--- src/rtl/prince_enc_sequencer.sv ---
// prince_enc_sequencer: round/stage sequencer driving a masked, S-box-pipelined PRINCE encryption core
module prince_enc_sequencer #(
  parameter int SBOX_STAGES = 2
) (
  input  logic       clk,
  input  logic       reset,
  input  logic       in_valid,
  output logic       in_ready,
  output logic       out_valid,
  input  logic       out_ready,
  input  logic       rnd_valid,
  output logic       rnd_req,
  output logic       core_load,
  output logic       core_en,
  output logic [3:0] core_round,
  output logic [1:0] core_sel,
  output logic       core_mid_inv,
  output logic       busy
);
  typedef enum logic [2:0] {IDLE, FWD, MID, BWD, DONE} state_t;
  localparam logic [3:0] LAST     = 4'(SBOX_STAGES - 1);
  localparam logic [3:0] MID_LAST = 4'(2 * SBOX_STAGES - 1);
  localparam logic [3:0] HALF     = 4'(SBOX_STAGES);
  state_t     state;
  logic [3:0] stage;
  logic [3:0] round;
  logic       run;
  logic       last;
  // decode core controls and handshakes from the registered state; the core only advances when randomness is present
  always_comb begin
    run          = state == FWD || state == MID || state == BWD;
    last         = stage == (state == MID ? MID_LAST : LAST);
    in_ready     = state == IDLE && reset;
    core_load    = in_valid && in_ready;
    rnd_req      = run;
    core_en      = run && rnd_valid;
    out_valid    = state == DONE;
    busy         = state != IDLE;
    core_round   = round;
    core_sel     = state == MID ? 2'd1 : state == BWD ? 2'd2 : 2'd0;
    core_mid_inv = state == MID && stage >= HALF;
  end
  // walk forward rounds 1..5, the two-half middle layer as round 6, backward rounds 7..11, then hold the result
  always_ff @(posedge clk)
    if (!reset) begin
      state <= IDLE;
      stage <= '0;
      round <= '0;
    end else if (core_load) begin
      state <= FWD;
      stage <= '0;
      round <= 4'd1;
    end else if (core_en) begin
      stage <= last ? '0 : stage + 4'd1;
      if (last) begin
        round <= (state == BWD && round == 4'd11) ? '0 : round + 4'd1;
        state <= state == FWD ? (round == 4'd5 ? MID : FWD) :
                 state == MID ? BWD : (round == 4'd11 ? DONE : BWD);
      end
    end else if (state == DONE && out_ready) begin
      state <= IDLE;
    end
endmodule

--- config.mk ---
export PLATFORM = sky130hd
export DESIGN_NAME = prince_enc_sequencer
export DESIGN_NICKNAME = d
export VERILOG_FILES = /design/src/rtl/prince_enc_sequencer.sv
export SDC_FILE = /design/constraint.sdc
export NUM_CORES = 1
export LEC_CHECK = 0
export ABC_AREA = 1
export BUFFER_PORTS_ARGS = -buffer_cell sky130_fd_sc_hd__buf_4
export CORE_UTILIZATION = 50
export CTS_CLUSTER_SIZE = 14
export DETAILED_ROUTE_END_ITERATION = 8
export PLACE_DENSITY = 0.84
export SLEW_MARGIN = 20
export SYNTH_ARGS = -nofsm -noshare
export SYNTH_HDL_FRONTEND = slang
export SYNTH_SLANG_ARGS = --single-unit
--- constraint.sdc ---
create_clock -name clk -period 1.65 [get_ports clk]
set_input_delay 0.33 -clock clk [delete_from_list [all_inputs] [get_ports clk]]
set_output_delay 0.33 -clock clk [all_outputs]
set_load 0.01 [all_outputs]
======== After elaboration in Yosys (flattened, before gate mapping) ========
Index checks and enable logic that the tools add are counted.
W data, S select, Z words.
word-level totals
  bits in registers ....................... 11
  latch bits .............................. 0
  bits in writable memories ............... 0
  memory bits (read-only) ................. 0
  input bits .............................. 5
  output and inout port bits .............. 13
  logic and storage cells ................. 53
  memories kept ........................... 0
cells by class
  add/sub/neg operators ................... 2
  multiply operators ...................... 0
  divide/modulo/power cells ............... 0
  order comparisons ....................... 1
  eq/ne operators ......................... 9
  shift-type cells ........................ 0
  mux-type cells .......................... 16
  bitwise operators ....................... 1
  reductions and logical operators ........ 19
operators by type and width
  operator               number
  $mux W3                6
  $add A4 B1 Y4 const B  2
  $mux W2                4
  $mux W4                2
  $reduce_and A2 Y1      4
  $eq A3 B2 Y1 const B   2
  $logic_and A1 B1 Y1    6
  $reduce_bool A2 Y1     3
  $reduce_bool A3 Y1     2
  $eq A4 B2 Y1           1
  $eq A4 B3 Y1 const B   1
  $eq A4 B4 Y1 const B   1
  $ge A4 B2 Y1 const B   1
  $mux W1                4
  $eq A3 B1 Y1 const B   1
  $eq A3 B3 Y1 const B   1
  $logic_not A3 Y1       1
  $ne A3 B2 Y1 const B   1
  $logic_or A1 B1 Y1     2
  $ne A2 B1 Y1 const B   1
  $reduce_or A2 Y1       1
  $not A1 Y1             1

======== Depth between registers and ports, before layout ========
Gate-level depths: netlist of the first run.
  depth after elaboration ................. 7
  gate-level depth with buffers ........... 10
  mapped depth without buffers ............ 10

======== Worst setup path after synthesis of the first run ========
OpenSTA, ideal clock, no wires.
  kind .................................... register -> output
  start ................................... reg state[0]
  end ..................................... out core_load
  data arrival time ....................... 0.957 ns
  required time ........................... 1.320 ns
  setup slack ............................. 0.363 ns
  cell stages (with the launch flop) ...... 6
  path buffers ............................ 0
  cell sequence ........................... dfxtp_1 -> nor2_1 -> nand2_1 -> nor2_2 -> nand2_2 -> inv_1
between the ends
  cells in the longest elaborated chain, start to end .. 3
RTL lines
  item                    RTL line  RTL
  start, declared         24        state_t state;
  start signal, assigned  57        state <= state == FWD ? (round == 4'd5 ? MID : FWD) :
  $logic_not A3 Y1        33        in_ready = state == IDLE && reset;
  $logic_and A1 B1 Y1     33
  named net in_ready      8         output logic in_ready,
  $logic_and A1 B1 Y1     34        core_load = in_valid && in_ready;
  end, declared           13        output logic core_load,
The timed path passes the listed nets, and every way through them passes these cells.

======== Worst setup path after layout of the first run ========
  start ................................... reg state[0]
  end ..................................... out core_load
between the ends
  cells in the longest elaborated chain, start to end .. 3
RTL lines
  item                 RTL line
  $logic_not A3 Y1     33
  $logic_and A1 B1 Y1  33
  $logic_and A1 B1 Y1  34
No other way between the ends.

==> results of run 1 <==
[sequential cells by signal (all words and copies together) (netlist names)]
signal,cells
core_round,4
stage,4
state,3
[layout make-up]
class	count	area (µm²)	area share, %
clock buffers	4	26.3	2.87
inverters	18	70.1	7.65
multi-input cells	81	442	48.2
flip-flops and latches	11	224	24.5
well taps	15	18.8	2.05
repair buffers	18	135	14.8
[stage by stage]
stage	setup slack, ps	area [µm²]	cells	TNS (ps)
after floorplan	363	729	110	0
final	62.0	916	147	0
after global routing	-37.5	916	147	-37.9
after CTS	8.93	910	147	0
after detailed placement	303	883	143	0
after global placement	337	883	143	0
[synthesized netlist by cell type, types with 2 or more instances]
cell,number,area share [%]
sky130_fd_sc_hd__inv_1,14,7.2
sky130_fd_sc_hd__nand2_1,22,11
sky130_fd_sc_hd__xor2_1,2,2.4
sky130_fd_sc_hd__dfxtp_1,11,30
sky130_fd_sc_hd__inv_2,3,1.5
sky130_fd_sc_hd__nand3_1,10,6.9
sky130_fd_sc_hd__o21ai_0,5,3.4
sky130_fd_sc_hd__nand2_4,2,3.1
sky130_fd_sc_hd__ha_1,4,6.9
sky130_fd_sc_hd__nand2_2,4,3.4
sky130_fd_sc_hd__a21oi_1,4,2.7
sky130_fd_sc_hd__nor2_1,20,10
[power by group through the flow]
stage,logic [W],clock network [W],registers [W]
2_1_floorplan,0.0000567,0,0.000287
3_3_place_gp,0.0000970,0,0.000286
3_5_place_dp,0.0000997,0,0.000287
4_1_cts,0.0000999,0.000190,0.000281
5_1_grt,0.000111,0.000208,0.000283
6_report,0.0000999,0.000190,0.000282
[kinds of logic (layout without fill, tap and decap cells)]
| group | Yosys count | after routing | synth area share (%) |
|---|---|---|---|
| XOR/XNOR | 3 | 3 | 3.60 |
| flip-flops | 11 | 11 | 30.2 |
| adder cells (fa/ha/maj) | 4 | 4 | 6.86 |
| AND/OR/NAND/NOR | 64 | 64 | 42.5 |
| buffers and inverters | 18 | 40 | 9.61 |
| AO/OA/AOI/OAI | 10 | 10 | 7.20 |
[per-layer routing]
layer  global-route usage, %  wire, µm  vias to the layer above
met5                       0         0                        -
met4                    12.5        33                        0
met3                    5.00        76                        5
met2                    37.5       702                       22
met1                    32.1       770                      312
li1                        -         -                      384
[worst reg2reg max path, stage by stage, from the launching register on]
cell	delay, ps
sky130_fd_sc_hd__dfxtp_1	370
sky130_fd_sc_hd__ha_1	230
sky130_fd_sc_hd__nand3_1	110
sky130_fd_sc_hd__nand3b_1	230
sky130_fd_sc_hd__nand2_1	100
sky130_fd_sc_hd__nor2_1	40
sky130_fd_sc_hd__nor2_1	100
sky130_fd_sc_hd__nor2_1	50
[final timing paths]
check,startpoint,endpoint,slack [ps],cells after the start
worst max-delay path,state[0],core_load,60,6
worst min-delay path,reset,core_round[0],260,3
worst max register to register,core_round[1],state[0],320,7
worst min register to register,stage[0],stage[0],490,2
==> impl_metrics.csv, run 1 <==
group,metric,value,unit
outcome,run_status,"complete, no violations",
cts,h-tree-depth,1,
floorplan,core_area,1330,µm²
hold_path,hold_path_class,"primary input to flop",
layout,final_antenna_diode_count,0,
timing,finalHoldWorstSlack,261,ps
layout,area_growth,25.6,%
placement,dp.final_hpwl,1.25,mm
drt,route.antenna.remaining_nets,0,
timing,slew-limit-headroom,83.4,%
run,max_cap_violations,0,
layout,final_common_cell,"sky130_fd_sc_hd__nand2_1",
cts,tritoncts.num_buffers,3,
pwr,sw_frac_of_total,28.3,%
placement,place.port_buffers,17,
setup_path,timing.critical_path.fanout_max,5,
cts,post_cts.repair.setup_buffers,0,
layout,final_util,68.7,%
cts,worst_skew_pair.late_latency,270,ps
pwr,power.density_cell_area,625,nW/µm²
cts,cts.sink_count,11,
grt,antenna_found_initial,0,
floorplan,die_h,40.2,µm
pwr,leakage,0.492,nW
synthesis,synth_seq_area_share,30.2,%
pwr,power.share.sequential,49.3,%
setup_path,worst_path_cell_chain,"nor2_2 -> nand2_1 -> nor2_2 -> nand2_2 -> inv_1 -> buf_4",
setup_path,critical-path-max-stage-delay,360,ps
layout,fraction_of_layout_cells_with_a_size_suffix_above_1,28.8,%
timing,layout_min_cycle_time,1590,ps
drt,drt_wl_total,1.58,mm
pwr,design_power_total,0.000572,W
setup_path,cp-end-kind,"output pin",
synthesis,ys.warnings.count,0,
setup_path,timing.critical_path.buf_inv,2,
drt,post_drt_wl_per_cell,10.8,µm
cts,clock_tree.buffer_depth,2,
placement,gp_congestion,0.776,
grt,gr-total-overflow,0,
timing,final-max-slew-violation-count,0,
synthesis,synthDistinctLibCells,21,
setup_path,critPathTopFamily,"simple AND/OR/NAND/NOR gates",
layout,layout.cells.most_common_list,"sky130_fd_sc_hd__nand2_1, sky130_fd_sc_hd__nor2_1, sky130_fd_sc_hd__buf_4, sky130_fd_sc_hd__inv_1, sky130_fd_sc_hd__nand3_1",
pwr,p_clk_share,33.2,%
cts,clk_transition_reported_paths,70,ps
grt,global_route.usage.total,24.5,%
layout,final.fill_count,116,
timing,report.final.hold_viol_count,0,
floorplan,die_x,40.2,µm
pwr,intPower,0.000410,W
layout,nets,142,
timing,max_slew.worst_pin.slew,248,ps
grt,grt_pass1_wl,2.62,mm
setup_path,setup.worst_path.start_class,"flop",
pwr,peakVddDrop,0.415,mV
setup_path,cell_occurring_most_often_along_the_worst_timing_path,"sky130_fd_sc_hd__nor2_2",
drt,via_count,723,
floorplan,ioPinCount,18,
drt,viasPerCell,4.92,
timing,worst_clock_skew,1.19,ps
pwr,switchingPower,0.000162,W
synthesis,postSynthNetCount,119,
synthesis,syn_avg_cell_area,6.63,µm²
setup_path,critical_path.slowest_cell,"sky130_fd_sc_hd__dfxtp_2",
drt,drc,0,
synthesis,postSynthRegisterBits,11,
cts,post_cts_resized,0,
cts,cts.root.buffer_cell,"sky130_fd_sc_hd__clkbuf_4",
setup_path,timing_worst_setup_path_type,"flop to output pin",
timing,timing.final.crit_share,96.2,%
timing,rsz0062_at_grt,"yes",
drt,first_iter_violations,11,
timing,setup_viol,0,
synthesis,number_of_enable_flip_flop_cells_after_synthesis,0,
synthesis,async_flop_share,0,%
floorplan,floorplan.initialDensity,54.7,%
floorplan,floorplan.die_area,1620,µm²
grt,grt_max_degree,11,
cts,clock_tree_from_tritoncts,"yes",
floorplan,fp-row-count,13,
setup_path,worst-endpoint-required,1320,ps
timing,fmax,630,MHz
drt,drt-pass1-iter-count,4,
synthesis,post_synth_inst_count,110,
setup_path,timing.critical_path.arrival,1260,ps
grt,number_of_global_route_vias_before_repair,643,
pwr,combinational_cell_fraction_of_total_power,17.5,%
synthesis,synth_flop_cell,"sky130_fd_sc_hd__dfxtp_1",
synthesis,synth.cell_area,729,µm²
cts,post_cts_hold_buffer_count,0,
(Power assumes the default switching activity.)
==> run 2, diff against run 1 <==
--- a/config.mk
+++ b/config.mk
@@ -7,9 +7,11 @@
 export LEC_CHECK = 0
 export ABC_AREA = 1
 export BUFFER_PORTS_ARGS = -buffer_cell sky130_fd_sc_hd__buf_4
+export CORE_MARGIN = 1.5
 export CORE_UTILIZATION = 50
 export CTS_CLUSTER_SIZE = 14
 export DETAILED_ROUTE_END_ITERATION = 8
+export MAX_ROUTING_LAYER = met4
 export PLACE_DENSITY = 0.84
 export SLEW_MARGIN = 20
 export SYNTH_ARGS = -nofsm -noshare
==> impl_metrics.csv, run 2 (synthesis results as in run 1) <==
group,metric,value,unit
outcome,run_status,"complete, no violations",
drt,route.antenna.remaining_nets,0,
setup_path,worst-endpoint-required,1320,ps
setup_path,timing_worst_setup_path_type,"flop to output pin",
placement,place.port_buffers,17,
pwr,power.density_cell_area,621,nW/µm²
layout,layout.cells.most_common_list,"sky130_fd_sc_hd__nand2_1, sky130_fd_sc_hd__nor2_1, sky130_fd_sc_hd__buf_4, sky130_fd_sc_hd__inv_1, sky130_fd_sc_hd__nand3_1",
cts,h-tree-depth,1,
layout,fraction_of_layout_cells_with_a_size_suffix_above_1,30.3,%
drt,post_drt_wl_per_cell,11.0,µm
grt,gr-total-overflow,0,
setup_path,regToRegEndpoint,"core_round[0]",
placement,dp.final_hpwl,1.30,mm
floorplan,fp-row-count,13,
hold_path,min_from,"reset",
timing,layout_min_cycle_time,1570,ps
cts,clock_tree_from_tritoncts,"yes",
layout,final_common_cell,"sky130_fd_sc_hd__nand2_1",
setup_path,r2r_slack,290,ps
setup_path,worst_path_cell_chain,"nor2_4 -> nand2_2 -> nor2_2 -> nand2_2 -> inv_1 -> buf_4",
setup_path,critical_path.slowest_cell,"sky130_fd_sc_hd__dfxtp_2",
timing,finalHoldWorstSlack,268,ps
setup_path,timing.critical_path.fanout_max,5,
timing,tns,0,ps
floorplan,die_h,41.2,µm
hold_path,hold_path_class,"primary input to flop",
cts,worst_skew_pair.late_latency,280,ps
timing,timing.final.crit_share,95.3,%
layout,area_growth,26.8,%
drt,drt-pass1-iter-count,4,
cts,cts.root.buffer_cell,"sky130_fd_sc_hd__clkbuf_4",
layout,final.fill_count,118,
timing,final-max-slew-violation-count,0,
timing,worst_clock_skew,6.73,ps
cts,clk_transition_reported_paths,60,ps
floorplan,floorplan.die_area,1700,µm²
grt,grt_max_degree,11,
cts,tritoncts.num_buffers,3,
pwr,peakVddDrop,0.551,mV
drt,first_iter_violations,10,
setup_path,critical-path-max-stage-delay,360,ps
timing,fmax,636,MHz
hold_path,min_path_cells,3,
drt,drt_wl_total,1.61,mm
floorplan,floorplan.initialDensity,54.7,%
setup_path,cp-end-kind,"output pin",
run,max_cap_violations,0,
setup_path,timing.critical_path.arrival,1240,ps
setup_path,cell_occurring_most_often_along_the_worst_timing_path,"sky130_fd_sc_hd__nand2_2",
cts,cts.sink_count,11,
layout,final_antenna_diode_count,0,
drt,drc,0,
grt,number_of_global_route_vias_before_repair,671,
floorplan,ioPinCount,18,
grt,global_route.usage.total,24.8,%
cts,post_cts.repair.setup_buffers,0,
cts,clock_tree.buffer_depth,2,
timing,slew-limit-headroom,86.2,%
timing,max_slew.worst_pin.slew,205,ps
timing,rsz0062_at_grt,"no",
floorplan,core_area,1330,µm²
setup_path,setup.worst_path.start_class,"flop",
grt,antenna_found_initial,0,
pwr,design_power_total,0.000575,W
grt,grt_pass1_wl,2.60,mm
setup_path,rr_startpoint,"core_round[1]",
layout,nets,142,
pwr,leakage,0.494,nW
floorplan,die_x,41.2,µm
placement,gp_congestion,0.807,
setup_path,r2r_cells,8,
timing,report.final.hold_viol_count,0,
hold_path,hold_end,"core_round[0]",
drt,viasPerCell,4.91,
timing,setup_viol,0,
drt,via_count,722,
[run 2: routing by layer]
layer  GRT usage (%)  wire length (µm)  share of wire, %
met5               -                 0                 0
met4            9.68                29               1.8
met3            8.15                80               5.0
met2            41.0               775                48
met1            27.3               728                45
[run 2: area by class of cell]
cell class / instances / area [µm²] / share of cell area (%)
Timing Repair Buffer: 18 / 135 / 14.6
Tap cell: 15 / 18.8 / 2.03
Multi-Input combinational cell: 81 / 449 / 48.6
Clock buffer: 4 / 26.3 / 2.84
Inverter: 18 / 70.1 / 7.58
Sequential cell: 11 / 225 / 24.4
[run 2: how the worst max path moves through the flow]
stage                         from   endpoint  cells past startpoint
after floorplan           state[0]  core_load                      5
after global placement    state[0]  core_load                      6
after detailed placement  state[0]  core_load                      6
after CTS                 state[0]  core_load                      6
after global routing      state[0]    core_en                      5
final                     state[0]  core_load                      6
[run 2: repair_timing]
| item | 4_1_cts | 5_1_grt |
|---|---|---|
| resized for setup | 2 | 5 |
| endpoints found under the setup margin | 1 | 3 |
| hold buffers | 0 | 0 |
| pin swaps | 1 | 1 |
[run 2: per-stage QoR]
stage          instance area, µm²  setup slack [ps]  std cells  util [%]
6_report                      925              78.1        147      69.3
3_5_place_dp                  883               275        143      66.2
3_3_place_gp                  883               330        143      66.2
4_1_cts                       913              4.85        147      68.5
2_1_floorplan                 729               363        110         -
5_1_grt                       925              12.7        147      69.3
[run 2: critical path: cells and delay by family (launching register included)]
| family | cells | cell delay, ps |
|---|---|---|
| buffers and inverters | 2 | 170 |
| DFF | 1 | 360 |
| and+or+nand+nor | 4 | 440 |
[run 2: power by group]
group | total, W | leakage, nW | internal, W | switching (W)
Combinational | 0.000102 | 0.388 | 0.0000448 | 0.0000575
Clock | 0.000190 | 0.0150 | 0.0000939 | 0.0000956
Sequential | 0.000283 | 0.0909 | 0.000273 | 0.00000939
Total | 0.000575 | 0.494 | 0.000412 | 0.000162
==> run 3, diff against run 2 <==
--- a/config.mk
+++ b/config.mk
@@ -13,6 +13,8 @@
 export DETAILED_ROUTE_END_ITERATION = 8
 export MAX_ROUTING_LAYER = met4
 export PLACE_DENSITY = 0.84
+export RECOVER_POWER = 50
+export SKIP_CTS_REPAIR_TIMING = 1
 export SLEW_MARGIN = 20
 export SYNTH_ARGS = -nofsm -noshare
 export SYNTH_HDL_FRONTEND = slang
==> impl_metrics.csv, run 3 (synthesis results as in run 1) <==
group,metric,value,unit
grt,antenna_found_initial,0,
placement,place.port_buffers,17,
cts,tritoncts.num_buffers,3,
drt,drt_wl_total,1.64,mm
timing,final-max-slew-violation-count,0,
timing,tns,0,ps
timing,timing.final.crit_share,95.6,%
timing,setup_viol,0,
pwr,power.density_cell_area,630,nW/µm²
layout,design_area,911,µm²
drt,post_drt_wl_per_cell,11.2,µm
timing,max_slew.worst_pin.slew,206,ps
layout,final_antenna_diode_count,0,
floorplan,die_x,41.2,µm
drt,route.antenna.remaining_nets,0,
timing,final.setup.worst_slack,72.5,ps
floorplan,floorplan.initialDensity,54.7,%
layout,fraction_of_layout_cells_with_a_size_suffix_above_1,26.5,%
timing,layout_min_cycle_time,1580,ps
layout,final.fill_count,122,
setup_path,timing.critical_path.arrival,1250,ps
layout,nets,142,
pwr,peakVddDrop,0.548,mV
grt,grt_max_degree,11,
cts,clock_tree_from_tritoncts,"yes",
cts,worst_skew_pair.late_latency,280,ps
placement,gp_congestion,0.807,
timing,slew-limit-headroom,86.1,%
grt,gr-total-overflow,0,
setup_path,timing.critical_path.fanout_max,5,
drt,via_count,721,
setup_path,cp-end-kind,"output pin",
drt,viasPerCell,4.90,
floorplan,core_area,1330,µm²
drt,first_iter_violations,9,
floorplan,die_h,41.2,µm
cts,cts.root.buffer_cell,"sky130_fd_sc_hd__clkbuf_4",
timing,rsz0062_at_grt,"no",
layout,area_growth,24.9,%
cts,cts.sink_count,11,
hold_path,hold_path_class,"primary input to flop",
cts,clk_transition_reported_paths,60,ps
drt,drc,0,
layout,final_util,68.3,%
setup_path,worst-endpoint-required,1320,ps
setup_path,setup.worst_path.start_class,"flop",
placement,placed_cell_area,883,µm²
floorplan,floorplan.die_area,1700,µm²
placement,dp.final_hpwl,1.30,mm
timing,fmax,634,MHz
grt,grt_pass1_wl,2.60,mm
pwr,leakage,0.475,nW
setup_path,timing_worst_setup_path_type,"flop to output pin",
timing,worst_clock_skew,8.73,ps
floorplan,ioPinCount,18,
grt,global_route.usage.total,24.8,%
cts,h-tree-depth,1,
pwr,design_power_total,0.000574,W
drt,drt-pass1-iter-count,4,
layout,final_common_cell,"sky130_fd_sc_hd__nand2_1",
cts,clock_tree.buffer_depth,2,
grt,number_of_global_route_vias_before_repair,671,
placement,detailedPlace.worstSlack,275,ps
layout,layout.cells.most_common_list,"sky130_fd_sc_hd__nand2_1, sky130_fd_sc_hd__nor2_1, sky130_fd_sc_hd__inv_1, sky130_fd_sc_hd__buf_4, sky130_fd_sc_hd__nand3_1",
floorplan,fp-row-count,13,
run,max_cap_violations,0,
timing,report.final.hold_viol_count,0,
outcome,run_status,"complete, no violations",
## run 3: cell count changes in the layout (fill, tap and decap cells not counted)
cell	before	now
sky130_fd_sc_hd__clkbuf_1	1	6
sky130_fd_sc_hd__buf_4	18	13
sky130_fd_sc_hd__nor2_2	1	0
sky130_fd_sc_hd__nor2_4	2	3
## run 3: metal layers
layer | part of all wire, % | track usage, %
met5 | 0 | -
met4 | 1.8 | 9.68
met3 | 4.9 | 8.15
met2 | 48 | 41.0
met1 | 45 | 27.3
## run 3: metrics by stage
step                instances  hold slack [ps]
floorplan                 110              428
global placement          143              507
detailed placement        143              510
CTS                       147              269
global route              147              289
finish                    147              266
## run 3: worst paths after layout
kind | startpoint | endpoint | slack, ps | cells past startpoint
min reg2reg | stage[0] | stage[0] | 490 | 2
min | reset | core_round[0] | 270 | 3
max reg2reg | core_round[1] | core_round[0] | 290 | 8
max | state[0] | core_load | 70 | 6
## run 3: critical path, cell delays in order, from the launching register on
cell	delay, ps
sky130_fd_sc_hd__dfxtp_2	360
sky130_fd_sc_hd__nor2_4	130
sky130_fd_sc_hd__nand2_2	90
sky130_fd_sc_hd__nor2_4	130
sky130_fd_sc_hd__nand2_2	90
sky130_fd_sc_hd__inv_1	60
sky130_fd_sc_hd__buf_4	110
## run 3: report_power, final
group / total, W / internal [W] / switching [W]
sequential: 0.000283 / 0.000273 / 0.00000935
clock: 0.000190 / 0.0000940 / 0.0000960
combinational: 0.000101 / 0.0000421 / 0.0000590
total: 0.000574 / 0.000409 / 0.000164
## run 3: area by class of cell
cell class	count	area, µm²	area share [%]
Multi-Input combinational cell	81	454	49.9
Sequential cell	11	225	24.7
Timing Repair Buffer	18	116	12.8
Tap cell	15	18.8	2.06
Clock buffer	4	26.3	2.88
Inverter	18	70.1	7.69
